### config.mk
export PLATFORM = sky130hd
export DESIGN_NAME = mem_copy_dma_flat
export DESIGN_NICKNAME = d
export VERILOG_FILES = /design/src/rtl/mem_copy_if.sv /design/src/rtl/mem_copy_dma.sv /design/src/flat_wrapper.sv
export SDC_FILE = /design/constraint.sdc
export NUM_CORES = 1
export LEC_CHECK = 0
export BUFFER_PORTS_ARGS = -buffer_cell sky130_fd_sc_hd__buf_2
export CAP_MARGIN = 25
export CORE_MARGIN = 5
export CORE_UTILIZATION = 40
export DETAILED_ROUTE_END_ITERATION = 10
export GPL_TIMING_DRIVEN = 1
export PLACE_DENSITY_LB_ADDON = 0.05
export SLEW_MARGIN = 20
export SYNTH_ARGS = -nofsm -noshare
export SYNTH_HDL_FRONTEND = slang
export SYNTH_SLANG_ARGS = --single-unit
### constraint.sdc
create_clock -name clk_sys -period 2.7 [get_ports clk_sys]
set_input_delay 0.54 -clock clk_sys [delete_from_list [all_inputs] [get_ports clk_sys]]
set_output_delay 0.54 -clock clk_sys [all_outputs]
set_load 0.01 [all_outputs]
### src/rtl/mem_copy_if.sv
// rtl/mem_copy_if.sv - SDRAM bridge bus between the copy engine and the wishbone bridge
interface mem_copy_if;
   logic        mem_copy;
   logic        mem_copy_virt;
   logic [24:0] mem_copy_addr;
   logic [15:0] mem_copy_data_i;
   logic [15:0] mem_copy_data_o;
   logic        mem_copy_rd;
   logic        mem_copy_we;

   modport master (
      output mem_copy, mem_copy_virt, mem_copy_addr, mem_copy_data_i,
             mem_copy_rd, mem_copy_we,
      input  mem_copy_data_o
   );

   modport slave (
      input  mem_copy, mem_copy_virt, mem_copy_addr, mem_copy_data_i,
             mem_copy_rd, mem_copy_we,
      output mem_copy_data_o
   );
endinterface

### src/rtl/mem_copy_dma.sv
// rtl/mem_copy_dma.sv - word copy/fill engine driving the SDRAM bridge with timed strobes
module mem_copy_dma #(
   parameter int STROBE = 4,
   parameter int WAIT   = 24
) (
   input  logic         clk_sys,
   input  logic         init_n,
   input  logic         start,
   input  logic         fill,
   input  logic         virt,
   input  logic [24:0]  src_addr,
   input  logic [24:0]  dst_addr,
   input  logic [15:0]  len,
   input  logic [15:0]  fill_data,
   input  logic         abort,
   mem_copy_if.master   bus,
   output logic         busy,
   output logic         done,
   output logic         aborted
);

   // NEXT never occupies a cycle: its work happens on the last WWAIT cycle.
   typedef enum logic [2:0] {
      IDLE, SETUP, READ, RWAIT, WRITE, WWAIT, NEXT, DONE
   } state_t;

   localparam logic [15:0] S_LAST = 16'(STROBE - 1);
   localparam logic [15:0] W_LAST = 16'(WAIT - 1);

   state_t      state, next_state;
   logic [15:0] timer;
   logic [15:0] cnt;
   logic [24:0] src_r, dst_r;
   logic [15:0] data_r, fill_data_r;
   logic        fill_r, virt_r, pend_r;
   logic        step, abort_now;

   // Address bit 0 is forced to zero at latch time, so the raw bits are dropped.
   logic unused_bits;
   assign unused_bits = src_addr[0] ^ dst_addr[0];

   assign abort_now = pend_r | abort;

   // Next-state decode; step marks the folded NEXT on the final WWAIT cycle.
   always_comb begin
      next_state = state;
      step       = 1'b0;
      case (state)
         IDLE:  if (start) next_state = SETUP;
         SETUP: begin
            if (cnt == 16'd0) next_state = DONE;
            else              next_state = fill_r ? WRITE : READ;
         end
         READ:  if (timer == S_LAST) next_state = RWAIT;
         RWAIT: if (timer == W_LAST) next_state = WRITE;
         WRITE: if (timer == S_LAST) next_state = WWAIT;
         WWAIT: begin
            if (timer == W_LAST) begin
               step = 1'b1;
               if (cnt == 16'd1 || abort_now) next_state = DONE;
               else                           next_state = fill_r ? WRITE : READ;
            end
         end
         DONE:    next_state = IDLE;
         default: next_state = IDLE;
      endcase
   end

   // State register and per-window timer, restarted on every state change.
   always_ff @(posedge clk_sys or negedge init_n) begin
      if (!init_n) begin
         state <= IDLE;
         timer <= 16'd0;
      end else begin
         state <= next_state;
         if (next_state != state) timer <= 16'd0;
         else                     timer <= timer + 16'd1;
      end
   end

   // Operation registers: latch at start, advance pointers and count per word.
   always_ff @(posedge clk_sys or negedge init_n) begin
      if (!init_n) begin
         src_r       <= 25'd0;
         dst_r       <= 25'd0;
         cnt         <= 16'd0;
         fill_r      <= 1'b0;
         fill_data_r <= 16'd0;
         virt_r      <= 1'b0;
         data_r      <= 16'd0;
      end else begin
         if (state == IDLE && start) begin
            src_r       <= {src_addr[24:1], 1'b0};
            dst_r       <= {dst_addr[24:1], 1'b0};
            cnt         <= len;
            fill_r      <= fill;
            fill_data_r <= fill_data;
            virt_r      <= virt;
         end
         if (state == RWAIT && timer == W_LAST) data_r <= bus.mem_copy_data_o;
         if (step) begin
            cnt   <= cnt - 16'd1;
            src_r <= src_r + 25'd2;
            dst_r <= dst_r + 25'd2;
         end
      end
   end

   // Sticky abort request and the early-termination status it produces.
   always_ff @(posedge clk_sys or negedge init_n) begin
      if (!init_n) begin
         pend_r  <= 1'b0;
         aborted <= 1'b0;
      end else if (state == IDLE) begin
         if (start) begin
            pend_r  <= 1'b0;
            aborted <= 1'b0;
         end
      end else begin
         if (abort) pend_r <= 1'b1;
         if (step && abort_now) aborted <= 1'b1;
      end
   end

   // Bus outputs derive from state and latched registers, so they hold
   // steady across each strobe and wait window and read zero in reset.
   assign busy                = (state != IDLE);
   assign done                = (state == DONE);
   assign bus.mem_copy        = busy;
   assign bus.mem_copy_virt   = busy & virt_r;
   assign bus.mem_copy_rd     = (state == READ);
   assign bus.mem_copy_we     = (state == WRITE);
   assign bus.mem_copy_addr   = (state == READ  || state == RWAIT) ? src_r :
                                (state == WRITE || state == WWAIT) ? dst_r : 25'd0;
   assign bus.mem_copy_data_i = (state == WRITE || state == WWAIT) ?
                                (fill_r ? fill_data_r : data_r) : 16'd0;

endmodule

### src/flat_wrapper.sv
// flat-port wrapper written by rule: the top's interface ports become plain ports
module mem_copy_dma_flat 
#(
   parameter int STROBE = 4,
   parameter int WAIT   = 24
)
  (clk_sys, init_n, start, fill, virt, src_addr, dst_addr, len, fill_data, abort, busy, done, aborted, bus_mem_copy, bus_mem_copy_virt, bus_mem_copy_addr, bus_mem_copy_data_i, bus_mem_copy_rd, bus_mem_copy_we, bus_mem_copy_data_o);
  mem_copy_if bus_i ();
  input  logic clk_sys;
  input  logic init_n;
  input  logic start;
  input  logic fill;
  input  logic virt;
  input  logic [24:0] src_addr;
  input  logic [24:0] dst_addr;
  input  logic [15:0] len;
  input  logic [15:0] fill_data;
  input  logic abort;
  output logic busy;
  output logic done;
  output logic aborted;
  output wire logic [$bits(bus_i.mem_copy)-1:0] bus_mem_copy;
  output wire logic [$bits(bus_i.mem_copy_virt)-1:0] bus_mem_copy_virt;
  output wire logic [$bits(bus_i.mem_copy_addr)-1:0] bus_mem_copy_addr;
  output wire logic [$bits(bus_i.mem_copy_data_i)-1:0] bus_mem_copy_data_i;
  output wire logic [$bits(bus_i.mem_copy_rd)-1:0] bus_mem_copy_rd;
  output wire logic [$bits(bus_i.mem_copy_we)-1:0] bus_mem_copy_we;
  input wire logic [$bits(bus_i.mem_copy_data_o)-1:0] bus_mem_copy_data_o;
  assign bus_mem_copy = bus_i.mem_copy;
  assign bus_mem_copy_virt = bus_i.mem_copy_virt;
  assign bus_mem_copy_addr = bus_i.mem_copy_addr;
  assign bus_mem_copy_data_i = bus_i.mem_copy_data_i;
  assign bus_mem_copy_rd = bus_i.mem_copy_rd;
  assign bus_mem_copy_we = bus_i.mem_copy_we;
  assign bus_i.mem_copy_data_o = bus_mem_copy_data_o;
  mem_copy_dma #(.STROBE(STROBE), .WAIT(WAIT)) u_core (.clk_sys(clk_sys), .init_n(init_n), .start(start), .fill(fill), .virt(virt), .src_addr(src_addr), .dst_addr(dst_addr), .len(len), .fill_data(fill_data), .abort(abort), .bus(bus_i), .busy(busy), .done(done), .aborted(aborted));
endmodule
### Word level (Yosys, flattened, before mapping)

Index checks and enable logic that the tools add are counted.

| cells by class | value |
|---|---|
| add/sub/neg operators | 4 |
| equal/unequal tests | 11 |
| mux-type cells | 27 |
| bitwise logic cells | 2 |
| reduce and logical (&&, ||, !) cells | 14 |

Operator list:

| kind | number |
|---|---|
| $mux 25 | 6 |
| $mux 16 | 5 |
| $add 25x2->25 const B | 2 |
| $mux 3 | 8 |
| $pmux 3 s6 | 1 |
| $add 16x1->16 const B | 1 |
| $eq 16x1->1 const B | 1 |
| $eq 16x2->1 const B | 1 |
| $eq 16x5->1 const B | 1 |
| $logic_not 16->1 | 1 |
| $sub 16x1->16 const B | 1 |
| $eq 3x3->1 const B | 3 |
| $mux 1 | 7 |
| $eq 3x2->1 const B | 2 |
| $reduce_bool 2->1 | 3 |
| $reduce_and 2->1 | 2 |
| $eq 3x1->1 const B | 1 |
| $logic_and 1x1->1 | 3 |
| $logic_not 3->1 | 1 |
| $logic_or 1x1->1 | 3 |
| $ne 3x3->1 | 1 |
| $reduce_bool 3->1 | 1 |
| $ne 2x2->1 const B | 1 |
| $and 1x1->1 | 1 |
| $or 1x1->1 | 1 |

| word-level totals | value |
|---|---|
| flip-flop bits (word level) | 121 |
| output and inout port bits | 48 |
| logic and storage cells | 69 |

### Longest topological paths before layout

| logic depth | value |
|---|---|
| depth in word-level cells | 7 |
| depth in mapped cells | 8 |

### Worst setup path before layout

Ideal clock, no wire load.

| path | value |
|---|---|
| path kind | register to output |
| from | register u_core.state[1] |
| to | output port bus_mem_copy_addr[23] |
| data arrival time | 1.700 ns |
| data required time | 2.160 ns |
| path slack | 0.460 ns |
| cell stages (with the launch flop) | 7 |
| path buffers | 4 |
| cell sequence | dfrtp_1 -> clkbuf_1 -> nand2b_1 -> buf_2 -> clkbuf_1 -> clkbuf_1 -> o21ai_0 |

| between the ends | value |
|---|---|
| longest elaborated chain between the ends | 4 |
| elaborated cells between the ends (all ways) | 8 |
| classes of those cells | eq/ne (4); mux (2); reduce/logical (2) |

RTL lines:

| item | RTL line | source |
|---|---|---|
| start: declaration | mem_copy_dma.sv:30 | `state_t state, next_state;` |
| start signal: assignment | mem_copy_dma.sv:75 | `state <= next_state;` |
| $eq 3x3->1 | mem_copy_dma.sv:134 | `(state == WRITE \|\| state == WWAIT) ? dst_r : 25'd0;` |
| $logic_or 1x1->1 | mem_copy_dma.sv:134 |  |
| $mux 25 | mem_copy_dma.sv:134 |  |
| $mux 25 (*) | mem_copy_dma.sv:133 | `assign bus.mem_copy_addr = (state == READ \|\| state == RWAIT) ? src_r :` |
| end: declaration | flat_wrapper.sv:24 | `output wire logic [$bits(bus_i.mem_copy_addr)-1:0] bus_mem_copy_addr;` |

Every way passes the cells marked *; elsewhere a longest branch is shown, timed or not.

### Final worst setup path

| path | value |
|---|---|
| from | register u_core.state[2] |
| to | output port bus_mem_copy_addr[8] |

The elaborated chain is that of the path after synthesis.

==> impl_metrics.env <==
export IMPL_setup_tns_ns=0
export IMPL_grt_pass1_wl_mm=34.3
export IMPL_path_buf_inv=1
export IMPL_most_common_layout_cells="147 x buf_2, 119 x dfrtp_1, 111 x nand2_1"
export IMPL_die_h_um=140
export IMPL_grt_use_total_pct=21.6
export IMPL_critical_path_class="reg2out"
export IMPL_synth_seq_cells=119
export IMPL_cp_endpoint="bus_mem_copy_addr[8]"
export IMPL_drc=0
export IMPL_fill_cells=1651
export IMPL_htreeDepth=4
export IMPL_yosysSeqAreaShare_pct=44.1
export IMPL_leakage_nw=3.90
export IMPL_synthArstFlopShare_pct=100
export IMPL_synth_cell_types=72
export IMPL_setup_violations=0
export IMPL_critPathLaunchType="flop"
export IMPL_boundaryPins=152
export IMPL_worstSetupPathDepth=3
export IMPL_fin_skew_ns=0.0165
export IMPL_grt_max_degree=63
export IMPL_postSynthAreaPerCell_sq_um=9.11
export IMPL_arrival_ns=1.99
export IMPL_relSlewSlack_pct=32.3
export IMPL_clkTransAtPathRegs_ns=0.06
export IMPL_synth_cells=741
export IMPL_port_buffers=148
export IMPL_slew_violations=0
export IMPL_synth_edf_count=0
export IMPL_initial_utilization_pct=40.7
export IMPL_area_growth_pct=24.4
export IMPL_fin_crit_sh_pct=93.6
export IMPL_reg2regPathDepth=7
export IMPL_path_cells="nand2b_1 -> o21ai_0 -> buf_2"
export IMPL_rsz0062_at_grt="no"
export IMPL_wl_mm=21.0
export IMPL_cts_root_buf="clkbuf_16"
export IMPL_die_area_sq_mm=0.0196
export IMPL_switching_share_pct=41.7
export IMPL_required_ns=2.16
export IMPL_total_power_mw=8.62
export IMPL_fmax_mhz=396
export IMPL_drive_gt1_share_pct=28.0
export IMPL_nNetsFinal=1000
export IMPL_wl_per_cell_um=18.7
export IMPL_drtIter0Drc=293
export IMPL_clkPwrFrac_pct=24.4
export IMPL_max_slew_worst_pin_slew_ns=1.02
export IMPL_cpLargestDelayFamily="flip-flops"
export IMPL_p_comb_share_pct=38.2
export IMPL_run_status="completed"
export IMPL_syn_nets=851
export IMPL_peakVddDrop_v=0.000674
export IMPL_rr_startpoint="u_core.timer[0]$_DFF_PN0_"
export IMPL_cts_buffer_depth=2
export IMPL_final_common_cell="buf_2"
export IMPL_drv_cap=0
export IMPL_end_kind="primary output"
export IMPL_core_area_sq_mm=0.0166
export IMPL_via_count=6341
export IMPL_grt_pass1_vias=6752
export IMPL_synth_area_sq_mm=0.00675
export IMPL_ys_warn_count=0
export IMPL_min_period_ns=2.53
export IMPL_critical_path_slowest_cell="dfrtp_1"
export IMPL_dp_hpwl_mm=14.9
export IMPL_first_pass_iters=4
export IMPL_regToRegSetupSlack_ns=0.33
export IMPL_cts_tree="yes"
export IMPL_design_area_sq_mm=0.00839
export IMPL_fp_dieW_um=140
export IMPL_viasPerCell=5.65
export IMPL_postRouteAntennaNets=0
export IMPL_hold_class="in2async"
export IMPL_finalHoldViolCount=0
export IMPL_overflow=0
export IMPL_hold_slack_ns=0.0996
export IMPL_synth_main_ff_cell="dfrtp_1"
export IMPL_place_gp_congestion=0.891
export IMPL_max_stage_delay_ns=0.51
export IMPL_worst_r2r_endpoint="u_core.dst_r[24]$_DFFE_PN0P_"
export IMPL_fp_row_count=47
export IMPL_p_per_area_mw_per_mm2=1030
export IMPL_clkLatencyLatePin_ns=0.43
export IMPL_numCtsBuffers=17
export IMPL_dpl_instance_area_sq_mm=0.00783
export IMPL_insertedDiodeCount=0
export IMPL_internal_power_mw=5.02
export IMPL_p_switching_mw=3.59
export IMPL_seqPwrFrac_pct=37.4
export IMPL_antenna_found_initial=2
export IMPL_crit_path_start="u_core.state[2]$_DFF_PN0_"
export IMPL_clock_sinks=119
export IMPL_critPathMaxFanout=10
kinds of logic (layout without fill, tap and decap cells):
kind of cell             Yosys count  in the layout  synth area share [%]
AO/OA/AOI/OAI                    173            173                  18.5
multiplexers                      32             32                  5.04
other                              1              1                0.0556
AND/OR/NAND/NOR                  331            331                  25.4
buffers and inverters             66            228                  4.10
XOR/XNOR                          13             13                  1.69
flip-flops                       119            119                  44.1
adder cells (fa/ha/maj)            6              6                  1.11
state kept, by name, summed over array words and instances (netlist names), 3 cells and up:
name and cells:
u_core.fill_data_r 16, u_core.timer 16, u_core.src_r 24, u_core.data_r 16, u_core.cnt 16, u_core.dst_r 24, u_core.state 3
synth_stat cells, drive strengths merged (5+ instances only):
master,n,share of area (%)
o311ai,8,1.0
nor4,12,2.3
mux2,16,2.7
o211ai,10,1.1
clkbuf,28,1.6
ha,6,1.1
a221o,8,1.2
mux2i,16,2.4
o21ai,31,2.4
a21oi,23,1.7
nand4,20,2.3
dfrtp,119,44
inv,22,1.2
xnor2,7,0.91
buf,16,1.3
nand2,112,6.2
o21a,7,0.78
a311oi,6,0.78
and3,15,1.4
a22o,13,1.7
and4,10,1.3
nor2,91,5.1
nand3,20,1.5
nor3,18,1.4
xor2,6,0.78
and2,5,0.46
a211oi,23,2.6
a31oi,6,0.56
layout make-up:
cell class                      instances  area, sq um  area share (%)
Multi-Input combinational cell        556         3510            41.9
Sequential cell                       119         2980            35.5
Timing Repair Buffer                  174         1000            11.9
Clock buffer                           17          425            5.07
Tap cell                              220          275            3.28
Clock inverter                         15          118            1.40
Inverter                               22         82.6           0.984
worst reg2reg max path, delay by kind of cell, from the launching register on:
| family | cells | cell delay (ns) |
|---|---|---|
| AOI/OAI and AO/OA | 1 | 0.24 |
| DFF | 1 | 0.39 |
| buffers and inverters | 1 | 0.19 |
| adders and majority gates | 1 | 0.24 |
| and+or+nand+nor | 4 | 1.22 |
stage by stage:
stage | worst slack (ns) | util [%] | std cells
2_1_floorplan | 0.460 | - | 741
3_3_place_gp | 0.316 | 47.2 | 1089
3_5_place_dp | 0.263 | 47.2 | 1089
4_1_cts | 0.0420 | 50.5 | 1121
5_1_grt | 0.0907 | 50.6 | 1123
6_report | 0.173 | 50.6 | 1123
power groups by stage:
stage          clock (mW)  combinational, mW  sequential, mW
2_1_floorplan           0               2.37            2.89
3_3_place_gp            0               3.22            3.19
3_5_place_dp            0               3.30            3.21
4_1_cts              2.14               3.31            3.19
5_1_grt              2.23               3.70            3.32
6_report             2.10               3.29            3.22
routing by layer:
metal	vias to the layer above	global-route usage [%]	share of wire, %	wire (um)
met5	-	0	0.091	19
met4	4	7.45	1.6	329
met3	28	5.90	6.0	1250
met2	177	35.4	49	10200
met1	3105	27.8	44	9160
li1	3027	-	-	-
worst min-delay path by stage:
stage                              endpoint  slack [ns]                 startpoint
2_1_floorplan    u_core.aborted$_DFFE_PN0P_        0.24                     init_n
3_3_place_gp      u_core.virt_r$_DFFE_PN0P_        0.45  u_core.virt_r$_DFFE_PN0P_
3_5_place_dp      u_core.virt_r$_DFFE_PN0P_        0.46  u_core.virt_r$_DFFE_PN0P_
4_1_cts         u_core.src_r[4]$_DFFE_PN0P_        0.11                     init_n
5_1_grt        u_core.src_r[11]$_DFFE_PN0P_        0.14                     init_n
6_report       u_core.src_r[11]$_DFFE_PN0P_         0.1                     init_n
repair_timing:
action | CTS | global route
buffers inserted | 0 | 2
gates resized for setup | 0 | 1
setup endpoints to repair | 0 | 15
hold buffers | 0 | 0
Power figures use the tool's default switching activity.
